### config.mk
export PLATFORM = sky130hd
export DESIGN_NAME = raizing_gfx_arb
export DESIGN_NICKNAME = d
export VERILOG_FILES = /design/src/rtl/raizing_gfx_pkg.sv /design/src/rtl/raizing_rr_pick.sv /design/src/rtl/raizing_gfx_arb.sv
export SDC_FILE = /design/constraint.sdc
export NUM_CORES = 1
export LEC_CHECK = 0
export BUFFER_PORTS_ARGS = -buffer_cell sky130_fd_sc_hd__buf_2
export CAP_MARGIN = 20
export CORE_MARGIN = 5
export CORE_UTILIZATION = 54
export CTS_CLUSTER_DIAMETER = 200
export CTS_CLUSTER_SIZE = 20
export DETAILED_ROUTE_END_ITERATION = 8
export PLACE_DENSITY = 0.86
export SLEW_MARGIN = 10
export SYNTH_ARGS = -nofsm -noshare
export SYNTH_HDL_FRONTEND = slang
export SYNTH_HIERARCHICAL = 1
export SYNTH_SLANG_ARGS = --single-unit
### constraint.sdc
create_clock -name CLK -period 3.66 [get_ports CLK]
set_input_delay 0.183 -clock CLK [delete_from_list [all_inputs] [get_ports CLK]]
set_output_delay 0.183 -clock CLK [all_outputs]
set_load 0.02 [all_outputs]
### src/rtl/raizing_gfx_pkg.sv
// Shared types and constants for the Raizing tile-fetch arbiter.
package raizing_gfx_pkg;

   localparam int NREQ_C      = 4;
   localparam int BURST_LEN_C = 2;
   localparam int TILE_DW_C   = 32;
   localparam int BEAT_DW_C   = TILE_DW_C / BURST_LEN_C;

   typedef enum logic [1:0] {
      ST_IDLE = 2'd0,
      ST_REQ  = 2'd1,
      ST_LO   = 2'd2,
      ST_HI   = 2'd3
   } gfx_state_t;

endpackage

### src/rtl/raizing_rr_pick.sv
// Rotating priority encoder: first pending requester after last_grant wins.
// With prio0_en, requester 0 pre-empts and 1..3 rotate among themselves.
module raizing_rr_pick
   import raizing_gfx_pkg::*;
(
   input  logic [NREQ_C-1:0] pending,
   input  logic [1:0]        last_grant,
   input  logic              prio0_en,
   output logic [1:0]        grant,
   output logic              any
);

   logic [1:0]        cand_idx [NREQ_C];
   logic [NREQ_C-1:0] rr_pending;

   assign rr_pending = prio0_en ? {pending[NREQ_C-1:1], 1'b0} : pending;
   assign any        = |pending;

   generate
      for (genvar gi = 0; gi < NREQ_C; gi++) begin : g_cand
         assign cand_idx[gi] = last_grant + 2'(gi + 1);
      end
   endgenerate

   // Scan from lowest to highest priority so the nearest candidate wins.
   always_comb begin
      grant = 2'd0;
      for (int i = NREQ_C - 1; i >= 0; i--) begin
         if (rr_pending[cand_idx[i]]) grant = cand_idx[i];
      end
      if (prio0_en && pending[0]) grant = 2'd0;
   end

endmodule

### src/rtl/raizing_gfx_arb.sv
// Four-way tile-fetch arbiter with a one-entry cache per requester, fed by
// two-beat SDRAM reads. Define RAIZING_GFX_ARB_PRIO0_EN to give requester 0 priority.
module raizing_gfx_arb
   import raizing_gfx_pkg::*;
#(
   parameter int AW   = 22,
   parameter int NREQ = 4
) (
   input  logic                          CLK,
   input  logic                          RESET,
   input  logic [NREQ-1:0]               REQ_CS,
   input  logic [NREQ*AW-1:0]            REQ_ADDR,
   output logic [NREQ-1:0]               REQ_OK,
   output logic [NREQ*TILE_DW_C-1:0]     REQ_DOUT,
   output logic [AW-1:0]                 BA_ADDR,
   output logic                          BA_RD,
   input  logic                          BA_ACK,
   input  logic                          BA_DOK,
   input  logic                          BA_RDY,
   input  logic [BEAT_DW_C-1:0]          DATA_READ
);

`ifdef RAIZING_GFX_ARB_PRIO0_EN
   localparam logic prio0_en = 1'b1;
`else
   localparam logic prio0_en = 1'b0;
`endif

   gfx_state_t            state_reg, state_next;
   logic [AW-1:0]         req_addr [NREQ];
   logic [NREQ-1:0]       pending;
   logic [1:0]            grant_reg, last_grant_reg, pick_grant;
   logic                  pick_any;
   logic [AW-1:0]         addr_reg;
   logic [BEAT_DW_C-1:0]  lo_reg;
   logic                  complete;
   logic [TILE_DW_C-1:0]  fill_data;

   raizing_rr_pick u_pick (
      .pending    (pending),
      .last_grant (last_grant_reg),
      .prio0_en   (prio0_en),
      .grant      (pick_grant),
      .any        (pick_any)
   );

   generate
      for (genvar gi = 0; gi < NREQ; gi++) begin : g_entry
         logic [AW-1:0]        tag_reg;
         logic [TILE_DW_C-1:0] data_reg;
         logic                 valid_reg;

         assign req_addr[gi] = REQ_ADDR[gi*AW +: AW];
         // Hit is combinational so an address change drops OK immediately.
         assign REQ_OK[gi]   = REQ_CS[gi] & valid_reg & (tag_reg == req_addr[gi]);
         assign pending[gi]  = REQ_CS[gi] & ~REQ_OK[gi];
         assign REQ_DOUT[gi*TILE_DW_C +: TILE_DW_C] = data_reg;

         always_ff @(posedge CLK) begin
            if (RESET) begin
               tag_reg   <= '0;
               data_reg  <= '0;
               valid_reg <= 1'b0;
            end else if (complete && grant_reg == 2'(gi)) begin
               tag_reg   <= addr_reg;
               data_reg  <= fill_data;
               valid_reg <= 1'b1;
            end
         end
      end
   endgenerate

   always_comb begin
      state_next = state_reg;
      complete   = 1'b0;
      fill_data  = {DATA_READ, lo_reg};
      unique case (state_reg)
         ST_IDLE: if (pick_any) state_next = ST_REQ;
         ST_REQ:  if (BA_ACK) state_next = ST_LO;
         ST_LO: begin
            if (BA_DOK) begin
               if (BA_RDY) begin
                  // Short burst: the single beat is the low half.
                  complete   = 1'b1;
                  fill_data  = {{BEAT_DW_C{1'b0}}, DATA_READ};
                  state_next = ST_IDLE;
               end else begin
                  state_next = ST_HI;
               end
            end
         end
         ST_HI: begin
            if (BA_DOK && BA_RDY) begin
               complete   = 1'b1;
               state_next = ST_IDLE;
            end
         end
         default: state_next = ST_IDLE;
      endcase
   end

   always_ff @(posedge CLK) begin
      if (RESET) begin
         state_reg      <= ST_IDLE;
         BA_RD          <= 1'b0;
         BA_ADDR        <= '0;
         grant_reg      <= 2'd0;
         last_grant_reg <= 2'd3;
         addr_reg       <= '0;
         lo_reg         <= '0;
      end else begin
         state_reg <= state_next;
         if (state_reg == ST_IDLE && pick_any) begin
            grant_reg <= pick_grant;
            addr_reg  <= req_addr[pick_grant];
            BA_ADDR   <= {req_addr[pick_grant][AW-2:0], 1'b0};
            BA_RD     <= 1'b1;
            // Priority-0 grants must not disturb the rotation among 1..3.
            if (!prio0_en || pick_grant != 2'd0) last_grant_reg <= pick_grant;
         end
         if (state_reg == ST_REQ && BA_ACK) BA_RD <= 1'b0;
         if (state_reg == ST_LO && BA_DOK) lo_reg <= DATA_READ;
      end
   end

endmodule
### After elaboration in Yosys (flattened, before gate mapping)

Cells that the tools add are included.

| word-level totals | value |
|---|---|
| register bits after elaboration | 286 |
| output and inout port bits | 155 |

| cells by class | value |
|---|---|
| add/subtract/negate cells | 3 |
| magnitude comparators | 5 |
| eq/ne operators | 14 |
| multiplexer cells | 28 |
| bitwise logic cells | 17 |
| reductions and logical operators | 13 |

Operators by type and width:

| operator | count |
|---|---|
| two-way mux 32 bit | 3 |
| equality test 22 bit | 4 |
| binary-select mux 22 bit (select 2 bit) | 1 |
| two-way mux 22 bit | 2 |
| two-way mux 2 bit | 9 |
| bitwise AND 1 bit | 12 |
| < comparator 2 x 3 -> 1 bit, second input constant | 4 |
| binary-select mux 1 bit (select 2 bit) | 4 |
| equality test 2 bit, second input constant | 4 |
| logical AND 1 bit | 8 |
| != test 2 bit, second input constant | 4 |
| one-hot mux 2 bit (4 select lines) | 1 |
| two-way mux 1 bit | 7 |
| adder 2 bit, second input constant | 2 |
| equality test 2 x 1 -> 1 bit, second input constant | 2 |
| zero test 2 bit | 2 |
| inverter 1 bit | 4 |
| AND reduction 4 bit | 1 |
| OR reduction 4 bit | 1 |
| >= comparator 3 bit, second input constant | 1 |
| inverter 2 -> 3 bit | 1 |
| adder 2 x 1 -> 2 bit, second input constant | 1 |
| one-hot mux 1 bit (2 select lines) | 1 |
| OR reduction 2 bit | 1 |

### Logic depth before layout (Yosys ltp)

Gate-level depths: netlist (run 1).

| depth | value |
|---|---|
| depth after elaboration | 14 |
| depth in mapped cells | 13 |
| gate-level depth less buffers | 11 |

### Hierarchy

The synthesis (run 1) kept the hierarchy.

Modules (own cells, without submodules):

| module | times used | cells an instance | area each (µm²) | seq. area each (µm²) |
|---|---|---|---|---|
| raizing_gfx_arb | 1 | 1301 | 11372.2 | 5305.1 |
| raizing_rr_pick | 1 | 21 | 117.6 | 0.0 |

### Worst setup path after synthesis (run 1)

Ideal clock, no wire load.

| path | value |
|---|---|
| path type | reg2reg |
| start | register g_entry[0].tag_reg[6] |
| end | register addr_reg[10] |
| arrival time | 2.785 ns |
| setup slack | 0.742 ns |
| stages on the path, launching flop included | 13 |
| period minus slack after synthesis | 2.918 ns |
| cell sequence | dfxtp_1 > xnor2_1 > nand3_1 > or4_1 > o31a_1 > nor2b_1 > o221ai_1 > o31ai_1 > a21oi_1 > clkbuf_1 > mux4_2 > nand2_1 > a21oi_1 |

| on the way | value |
|---|---|
| word-level cells in the longest chain between the ends | 14 |
| elaborated cells on any way between the ends | 22 |

Ends and longest elaborated chain:

| element | line | RTL |
|---|---|---|
| from (decl) | raizing_gfx_arb.sv:49 | `logic [AW-1:0] tag_reg;` |
| from (signal assigned) | raizing_gfx_arb.sv:65 | `tag_reg <= addr_reg;` |
| equality test 22 bit (*) | raizing_gfx_arb.sv:55 | `assign REQ_OK[gi] = REQ_CS[gi] & valid_reg & (tag_reg == req_addr[gi]);` |
| bitwise AND 1 bit (*) | raizing_gfx_arb.sv:55 |  |
| inverter 1 bit (*) | raizing_gfx_arb.sv:56 | `assign pending[gi] = REQ_CS[gi] & ~REQ_OK[gi];` |
| bitwise AND 1 bit (*) | raizing_gfx_arb.sv:56 |  |
| via pending[0] | raizing_gfx_arb.sv:31 | `logic [NREQ-1:0] pending;` |
| binary-select mux 1 bit (select 2 bit) | raizing_rr_pick.sv:29 | `if (rr_pending[cand_idx[i]]) grant = cand_idx[i];` |
| two-way mux 1 bit (implied by the code) | raizing_rr_pick.sv:29 |  |
| two-way mux 2 bit (3 in series) | raizing_rr_pick.sv:29 |  |
| two-way mux 2 bit (*) | raizing_rr_pick.sv:29 |  |
| via pick_grant[1] | raizing_gfx_arb.sv:32 | `logic [1:0] grant_reg, last_grant_reg, pick_grant;` |
| inverter 2 -> 3 bit (implied by the code) (*) | raizing_gfx_arb.sv:115 | `addr_reg <= req_addr[pick_grant];` |
| binary-select mux 22 bit (select 2 bit) (*) | raizing_gfx_arb.sv:115 |  |
| two-way mux 22 bit (*) (2 in series) | -- |  |
| to (signal assigned) | raizing_gfx_arb.sv:115 |  |
| to (decl) | raizing_gfx_arb.sv:34 | `logic [AW-1:0] addr_reg;` |

Mark *: on every way through the listed nets, which the timed path passes. The rest lies on a longest branch. The select of a mux whose other input is x is not followed.
A chain may end at the register's enable or synchronous reset.

### Final worst setup path (run 1)

| path | value |
|---|---|
| start | register g_entry[3].tag_reg[17] |
| end | register addr_reg[18] |

| on the way | value |
|---|---|
| word-level cells in the longest chain between the ends | 14 |
| elaborated cells on any way between the ends | 22 |

Ends and longest elaborated chain:

| element | line |
|---|---|
| from (decl) | raizing_gfx_arb.sv:49 |
| from (signal assigned) | raizing_gfx_arb.sv:65 |
| equality test 22 bit (*) | raizing_gfx_arb.sv:55 |
| bitwise AND 1 bit (*) | raizing_gfx_arb.sv:55 |
| inverter 1 bit (*) | raizing_gfx_arb.sv:56 |
| bitwise AND 1 bit (*) | raizing_gfx_arb.sv:56 |
| via pending[3] | raizing_gfx_arb.sv:31 |
| binary-select mux 1 bit (select 2 bit) | raizing_rr_pick.sv:29 |
| two-way mux 1 bit (implied by the code) | raizing_rr_pick.sv:29 |
| two-way mux 2 bit (3 in series) | raizing_rr_pick.sv:29 |
| two-way mux 2 bit (*) | raizing_rr_pick.sv:29 |
| via pick_grant[0] | raizing_gfx_arb.sv:32 |
| inverter 2 -> 3 bit (implied by the code) (*) | raizing_gfx_arb.sv:115 |
| binary-select mux 22 bit (select 2 bit) (*) | raizing_gfx_arb.sv:115 |
| two-way mux 22 bit (*) (2 in series) | -- |

Marks and branches as above.

==> results of run 1 <==
==> per-stage QoR <==
stage                     worst slack (ns)  cell area, sq um
after floorplan                      0.742             11500
after global placement               0.353             12800
after CTS                            0.240             13300
final                                0.428             13400
after detailed placement             0.259             12800
after global routing                 0.385             13400
==> power groups by stage <==
stage	combinational [mW]	clock, mW	sequential [mW]
after floorplan	0.448	0	3.07
after global placement	0.657	0	3.09
after detailed placement	0.671	0	3.09
after CTS	0.682	1.86	3.03
after global routing	0.748	1.96	3.04
final	0.713	1.84	3.03
==> cell usage in the layout (no fill, tap or decap), types with 3 or more instances in the layout <==
cell / n
nand3_1: 71
nor4_1: 13
a21oi_1: 200
a211oi_1: 24
or4_1: 4
buf_4: 22
conb_1: 4
a211oi_2: 40
o31a_1: 4
dfxtp_1: 265
nor2b_1: 3
nand2_1: 332
inv_1: 4
mux2i_4: 10
mux2i_1: 7
buf_2: 265
nor2_1: 75
dlygate4sd3_1: 9
xor2_1: 57
mux4_2: 22
buf_12: 4
xnor2_1: 31
clkbuf_16: 17
nor3_1: 5
nand4_1: 8
==> routing by layer <==
layer  track usage  wire length [um]  vias up
li1              -                 -     4829
met1         0.361             13500     4997
met2         0.455             16900      658
met3        0.0699              4220      134
met4         0.132              1780        0
met5             0                 0        -
==> worst max-delay path: cells and delay by family, from the launching register on <==
family | cells | cell delay, ns
compound gates | 5 | 0.92
simple gates | 3 | 0.80
buf+inv | 3 | 0.43
mux | 1 | 0.42
flops | 1 | 0.33
xor+xnor | 1 | 0.20
==> worst max-delay path by stage <==
stage	endpoint	from	cells past startpoint	slack (ns)
after detailed placement	addr_reg[18]	g_entry[2].tag_reg[21]	11	0.26
after global routing	addr_reg[1]	g_entry[1].tag_reg[21]	10	0.39
after CTS	addr_reg[18]	g_entry[2].tag_reg[21]	11	0.24
final	addr_reg[18]	g_entry[3].tag_reg[17]	13	0.43
after floorplan	addr_reg[10]	g_entry[0].tag_reg[6]	12	0.74
after global placement	addr_reg[19]	g_entry[2].tag_reg[21]	11	0.35
==> cells by family (layout without fill, tap and decap cells) <==
logic type	after synthesis	after routing	synth area share
and+or+nand+nor	524	524	0.191
AOI/OAI and AO/OA	278	278	0.155
DFF	265	265	0.462
xor gates and xnor gates	88	88	0.0671
muxes	39	39	0.0688
other	1	5	0.000326
buffers and inverters	127	324	0.0558
==> synthesized netlist by cell type (3+ instances only) <==
cell type and instances:
xnor2_1 31, nor3_1 5, mux4_2 22, o31a_1 4, xor2_1 57, mux2i_1 7, mux2i_4 10, nor4_1 13
buf_4 22, nor2b_1 3, buf_1 6, buf_2 39, a211oi_1 24, inv_1 4, or4_1 4, nor2_1 75
nand3_1 71, a211oi_2 40, a21oi_1 202, nand4_1 8, nand2_1 332, clkbuf_1 52, dfxtp_1 265
==> cell type report <==
| class | instances | area [sq um] | area share |
|---|---|---|---|
| Clock buffer | 17 | 425 | 0.0318 |
| Multi-Input combinational cell | 933 | 5590 | 0.418 |
| Clock inverter | 2 | 25.0 | 0.00187 |
| Tap cell | 275 | 344 | 0.0257 |
| Sequential cell | 265 | 5310 | 0.396 |
| Antenna cell | 1 | 2.50 | 0.000187 |
| Inverter | 4 | 15.0 | 0.00112 |
| Timing Repair Buffer | 301 | 1680 | 0.125 |
==> repair_timing <==
| item | 4_1_cts | 5_1_grt |
|---|---|---|
| setup buffers | 0 | 5 |
| endpoints found under the hold margin | 22 | 0 |
| hold buffers | 9 | 0 |
| endpoints found under the setup margin | 0 | 9 |
==> results by group, run 1 <==
Clock tree
  – Max Root-Sink Buffers: 3
  – TritonCTS clock tree: built
  – Clock transition at the registers of the reported paths: ~0.080 ns
  – Clock sinks: between 200 and 300
  – H-tree level count: 1
  – Clock Latency Late Sink: ~0.5 ns
  – Clock root buffer: clkbuf_16
  – CTS Buf Count: 17
  – Post-CTS Resized: 0

Global routing
  – Largest net degree at the start of global routing: around 100
  – First-pass GRT wire length: 54,900 um
  – Grt ovf: 0
  – Number of global-route vias before repair: a little over 10,000
  – Initial antenna violation count: 1
  – Global Route Usage Sum: 0.283

Drt
  – Residual DRC: 0
  – Pre-antenna DRT Iters: 5
  – Starting DRT DRC Count: between 900 and 1,000
  – DR vias: around 11,000
  – DR WL/cell: 20.2 um
  – Remaining antenna violation count after routing: 0
  – Via density: 5.91
  – DRT Wirelength: 36,400 um

Setup path
  – Critical path's slowest cell: nor4_1
  – CP endpoint kind: flip-flop
  – Worst r2r dst: addr_reg[18]
  – Critical-path cell list: xor2_1, nor4_1, nand4_1, o31a_1, inv_1, a21oi_1, o21bai_1, a21oi_4, buf_12, buf_12, mux4_2, nand2_1, a21oi_1
  – Setup Crit Path Kind: flip-flop to flip-flop
  – Startpoint types: flip-flop
  – Worst-case reg-to-reg path depth: 13
  – Worst endpoint required time: 4.03 ns
  – Crit path largest cell delay: 0.45 ns
  – R2R Path Start: g_entry[3].tag_reg[17]
  – CP arrival: ~3.6 ns
  – CP max FO: 10
  – R2R Setup Slk: between 0.4 and 0.5 ns

Synth
  – Yosys reg bits: approximately 270
  – Post-synth top area share: 0.462
  – Netlist cell types: 42
  – Async SR Flop Fraction: 0
  – Largest cells by area after synthesis: dfxtp_1, nand2_1, a21oi_1
  – Netlist Area Pre-Place: 11,500 sq um
  – Post-synthesis instance total: ~1,300
  – Seq/Total Area, Yosys: 0.462
  – EDFF count, synth: 0
  – Area leader, netlist: dfxtp_1
  – Mapped Avg Cell Area: between 8 and 9 sq um
  – Synth Flop Type: dfxtp_1
  – YS warnings: 6

Timing
  – Max Slew Vio Count: 0
  – TNS Setup: 0 ns
  – Min cycle time layout: about 3.2 ns
  – RSZ-0062 raised after global routing: false
  – Clk_skew: 0.0191 ns
  – Fin. Hold Viols: 0
  – Tightest Pin Transition: roughly 1.1 ns
  – Final hold slack: roughly 0.015 ns
  – Relative slew slack: 0.297
  – Maximum operating frequency: 0.309 GHz
  – Final setup vio count: 0
  – Period utilization: 0.883

Floorplanning
  – Die area: between 20,000 and 25,000 sq um
  – Die X-Extent: about 160 um
  – Die H: 156 um
  – Top Ports: 268
  – Row count: 53
  – Core Region: between 20,000 and 25,000 sq um
  – Initial core utilization: 0.548

Final layout
  – Core Util, Final: 0.639
  – Max reg flops: approximately 130
  – Fillers: between 1,500 and 2,000
  – Area grow syn2layout: 16.5%
  – Ratio of cells with drive above 1 in the final layout: 0.258
  – Net count, final: between 1,500 and 2,000
  – Layout Cells excl Fill: between 1,500 and 2,000

Pwr
  – Total design power: about 5.6 mW
  – Psw: 1.51 mW
  – Part of the power in registers: 0.542
  – Power share of the clock group: 0.330
  – Logic pwr share: 0.128
  – Switch share: 0.271
  – VDD IR max: ~0.43 mV
  – Pwr/cell area: roughly 420 nW/um^2
  – Leakage: between 5 and 6 nW
  – Int Pwr: between 4 and 5 mW

Min path
  – Hold Path Class: primary input to flip-flop
  – Min-Delay Path Depth: 3
  – Worst hold start: DATA_READ[11]
  – Hold Crit Endpoint: lo_reg[11]

Placed design
  – GPL Wtd Cong: slightly below 1
  – # port buffers: 266
  – Placed cell count: ~1,800
  – DP HPWL: approximately 26,000 um

Status
  – Outcome: finished, final reports clean

Flow run
  – Max Cap Viol: 0
(Power assumes the default switching activity.)
==> run 2: changes to the inputs <==
Settings changed: CORE_UTILIZATION 54 to 50, PLACE_DENSITY 0.86 to 0.81.
==> results by group, run 2 (synthesis results as in run 1) <==
Status
  – Outcome: finished, final reports clean (unchanged)

Timing
  – Maximum operating frequency: 0.296 GHz (was 0.309 GHz)
  – Final hold slack: 0.0292 ns (was 0.0155 ns)
  – Fin. Hold Viols: 0 (unchanged)
  – Relative slew slack: 0.283 (was 0.297)
  – Min cycle time layout: 3.38 ns (was 3.23 ns)
  – Fin worst setup slack: 0.283 ns (was 0.428 ns)
  – Max Slew Vio Count: 0 (unchanged)
  – Clk_skew: 0.0197 ns (was 0.0191 ns)
  – Period utilization: 0.923 (was 0.883)
  – Tightest Pin Transition: 1.07 ns (was 1.05 ns)
  – TNS Setup: 0 ns (unchanged)
  – RSZ-0062 raised after global routing: false (unchanged)
  – Final setup vio count: 0 (unchanged)

Final layout
  – Most frequent cells in the layout: nand2_1, dfxtp_1, buf_2, a21oi_1, nor2_1 (unchanged)
  – Ant. Diodes: 0 (was 1)
  – Area grow syn2layout: 15.9% (was 16.5%)
  – Finished Cell Area: 13,300 sq um (was 13,400 sq um)
  – Most common cell after layout, fill and taps aside: nand2_1 (unchanged)
  – Ratio of cells with drive above 1 in the final layout: 0.256 (was 0.258)
  – Fillers: 1,937 (was 1,689)
  – Net count, final: 1,626 (was 1,635)
  – Max reg flops: 128 (unchanged)

Floorplanning
  – Core Region: 22,600 sq um (was 21,000 sq um)
  – Die H: 162 um (was 156 um)
  – Initial core utilization: 0.507 (was 0.548)
  – Die X-Extent: 162 um (was 156 um)
  – Die area: 26,100 sq um (was 24,300 sq um)
  – Top Ports: 268 (unchanged)
  – Row count: 55 (was 53)

Global routing
  – Largest net degree at the start of global routing: 123 (was 103)
  – Grt ovf: 0 (unchanged)
  – Initial antenna violation count: 0 (was 1)
  – First-pass GRT wire length: 56,400 um (was 54,900 um)
  – Global Route Usage Sum: 0.270 (was 0.283)
  – Number of global-route vias before repair: 10,100 (was 10,200)

Setup path
  – Worst Path Buf+Inv: 2 (was 3)
  – CP max FO: 12 (was 10)
  – Cell mode on critical path: a21oi_1
  – Largest delay contributor family on the critical path: compound AO/OA/AOI/OAI gates (unchanged)
  – Startpoint types: flip-flop (unchanged)
  – Critical path's slowest cell: a21oi_4 (was nor4_1)
  – CP endpoint kind: flip-flop (unchanged)
  – CP arrival: 3.72 ns (was 3.61 ns)
  – Critical-path cell list: xor2_1, nor4_1, nand4_1, o31a_1, inv_1, a21oi_1, o21bai_1, a21oi_4, buf_12, mux4_2, nand2_1, a21oi_1 (was xor2_1, nor4_1, nand4_1, o31a_1, inv_1, a21oi_1, o21bai_1, a21oi_4, buf_12, buf_12, mux4_2, nand2_1, a21oi_1)
  – Worst endpoint required time: 4.00 ns (was 4.03 ns)
  – Crit path largest cell delay: 0.57 ns (was 0.45 ns)
  – Setup Crit Path Kind: flip-flop to flip-flop (unchanged)

Clock tree
  – Clock Latency Late Sink: 0.50 ns (about the same)
  – Post-CTS Resized: 0 (unchanged)
  – Max Root-Sink Buffers: 3 (unchanged)
  – CTS Buf Count: 17 (unchanged)
  – CTS Hold Buffers Added: 5 (was 9)
  – Clock sinks: 265 (unchanged)
  – Clock transition at the registers of the reported paths: 0.09 ns (was 0.08 ns)
  – Postcts setup bufs: 0 (unchanged)
  – TritonCTS clock tree: built (unchanged)
  – H-tree level count: 1 (unchanged)
  – Clock root buffer: clkbuf_16 (unchanged)

Drt
  – Via density: 5.83 (was 5.91)
  – DR vias: 10,500 (was 10,600)
  – Residual DRC: 0 (unchanged)
  – Starting DRT DRC Count: 1,239 (was 978)
  – DR WL/cell: 20.3 um (was 20.2 um)
  – Pre-antenna DRT Iters: 5 (unchanged)
  – Remaining antenna violation count after routing: 0 (unchanged)
  – DRT Wirelength: 36,600 um (was 36,400 um)

Placed design
  – Place WS: 0.409 ns (was 0.259 ns)
  – DP HPWL: 25,800 um (was 25,500 um)
  – # port buffers: 266 (unchanged)
  – Placed cell area: 12,800 sq um (about the same)
  – GPL Wtd Cong: 0.985 (was 0.966)

Pwr
  – Pwr/cell area: 417 nW/um^2 (about the same)
  – Total design power: 5.55 mW (was 5.59 mW)
  – Leakage: 5.14 nW (was 5.19 nW)
  – VDD IR max: 0.346 mV (was 0.431 mV)

Flow run
  – Max Cap Viol: 0 (unchanged)

Min path
  – Hold Path Class: primary input to flip-flop (unchanged)
==> run 2: stage by stage <==
step,cells,util
floorplan,1325,-
global placement,1774,0.566
detailed placement,1774,0.566
CTS,1798,0.588
global route,1798,0.588
finish,1798,0.588
==> run 2: power by group <==
group / total [mW] / internal (mW) / switching [mW] / leakage, nW
Combinational: 0.695 / 0.269 / 0.426 / 2.78
Sequential: 3.03 / 2.94 / 0.0869 / 2.14
Clock: 1.83 / 0.849 / 0.983 / 0.221
==> run 2: worst min-delay path, delay by kind of cell <==
kind / cells / cell delay (ns)
buffers and inverters: 1 / 0.17
AOI/OAI and AO/OA: 1 / 0.05
and+or+nand+nor: 1 / 0.08
==> run 2: final cells by class <==
cell class,instances,area (sq um),area share
clock buffers,17,425,0.0320
clock inverters,2,25.0,0.00188
inverters,4,15.0,0.00113
multi-input cells,933,5600,0.421
flip-flops and latches,265,5310,0.399
well taps,285,357,0.0268
repair buffers,292,1590,0.119
==> run 2: routing by layer <==
metal	track usage	vias to the layer above	share of wire
li1	-	4813	-
met1	0.352	4927	0.38
met2	0.437	648	0.47
met3	0.0625	95	0.11
met4	0.103	0	0.040
met5	0	-	0
==> run 2: final timing paths <==
path,startpoint,end,slack (ns),depth (start not counted)
worst max-delay path,g_entry[3].tag_reg[17],addr_reg[21],0.28,12
worst min register to register,g_entry[0].data_reg[20],g_entry[0].data_reg[20],0.46,2
worst max register to register,g_entry[3].tag_reg[17],addr_reg[21],0.28,12
worst min-delay path,DATA_READ[0],lo_reg[0],0.03,3
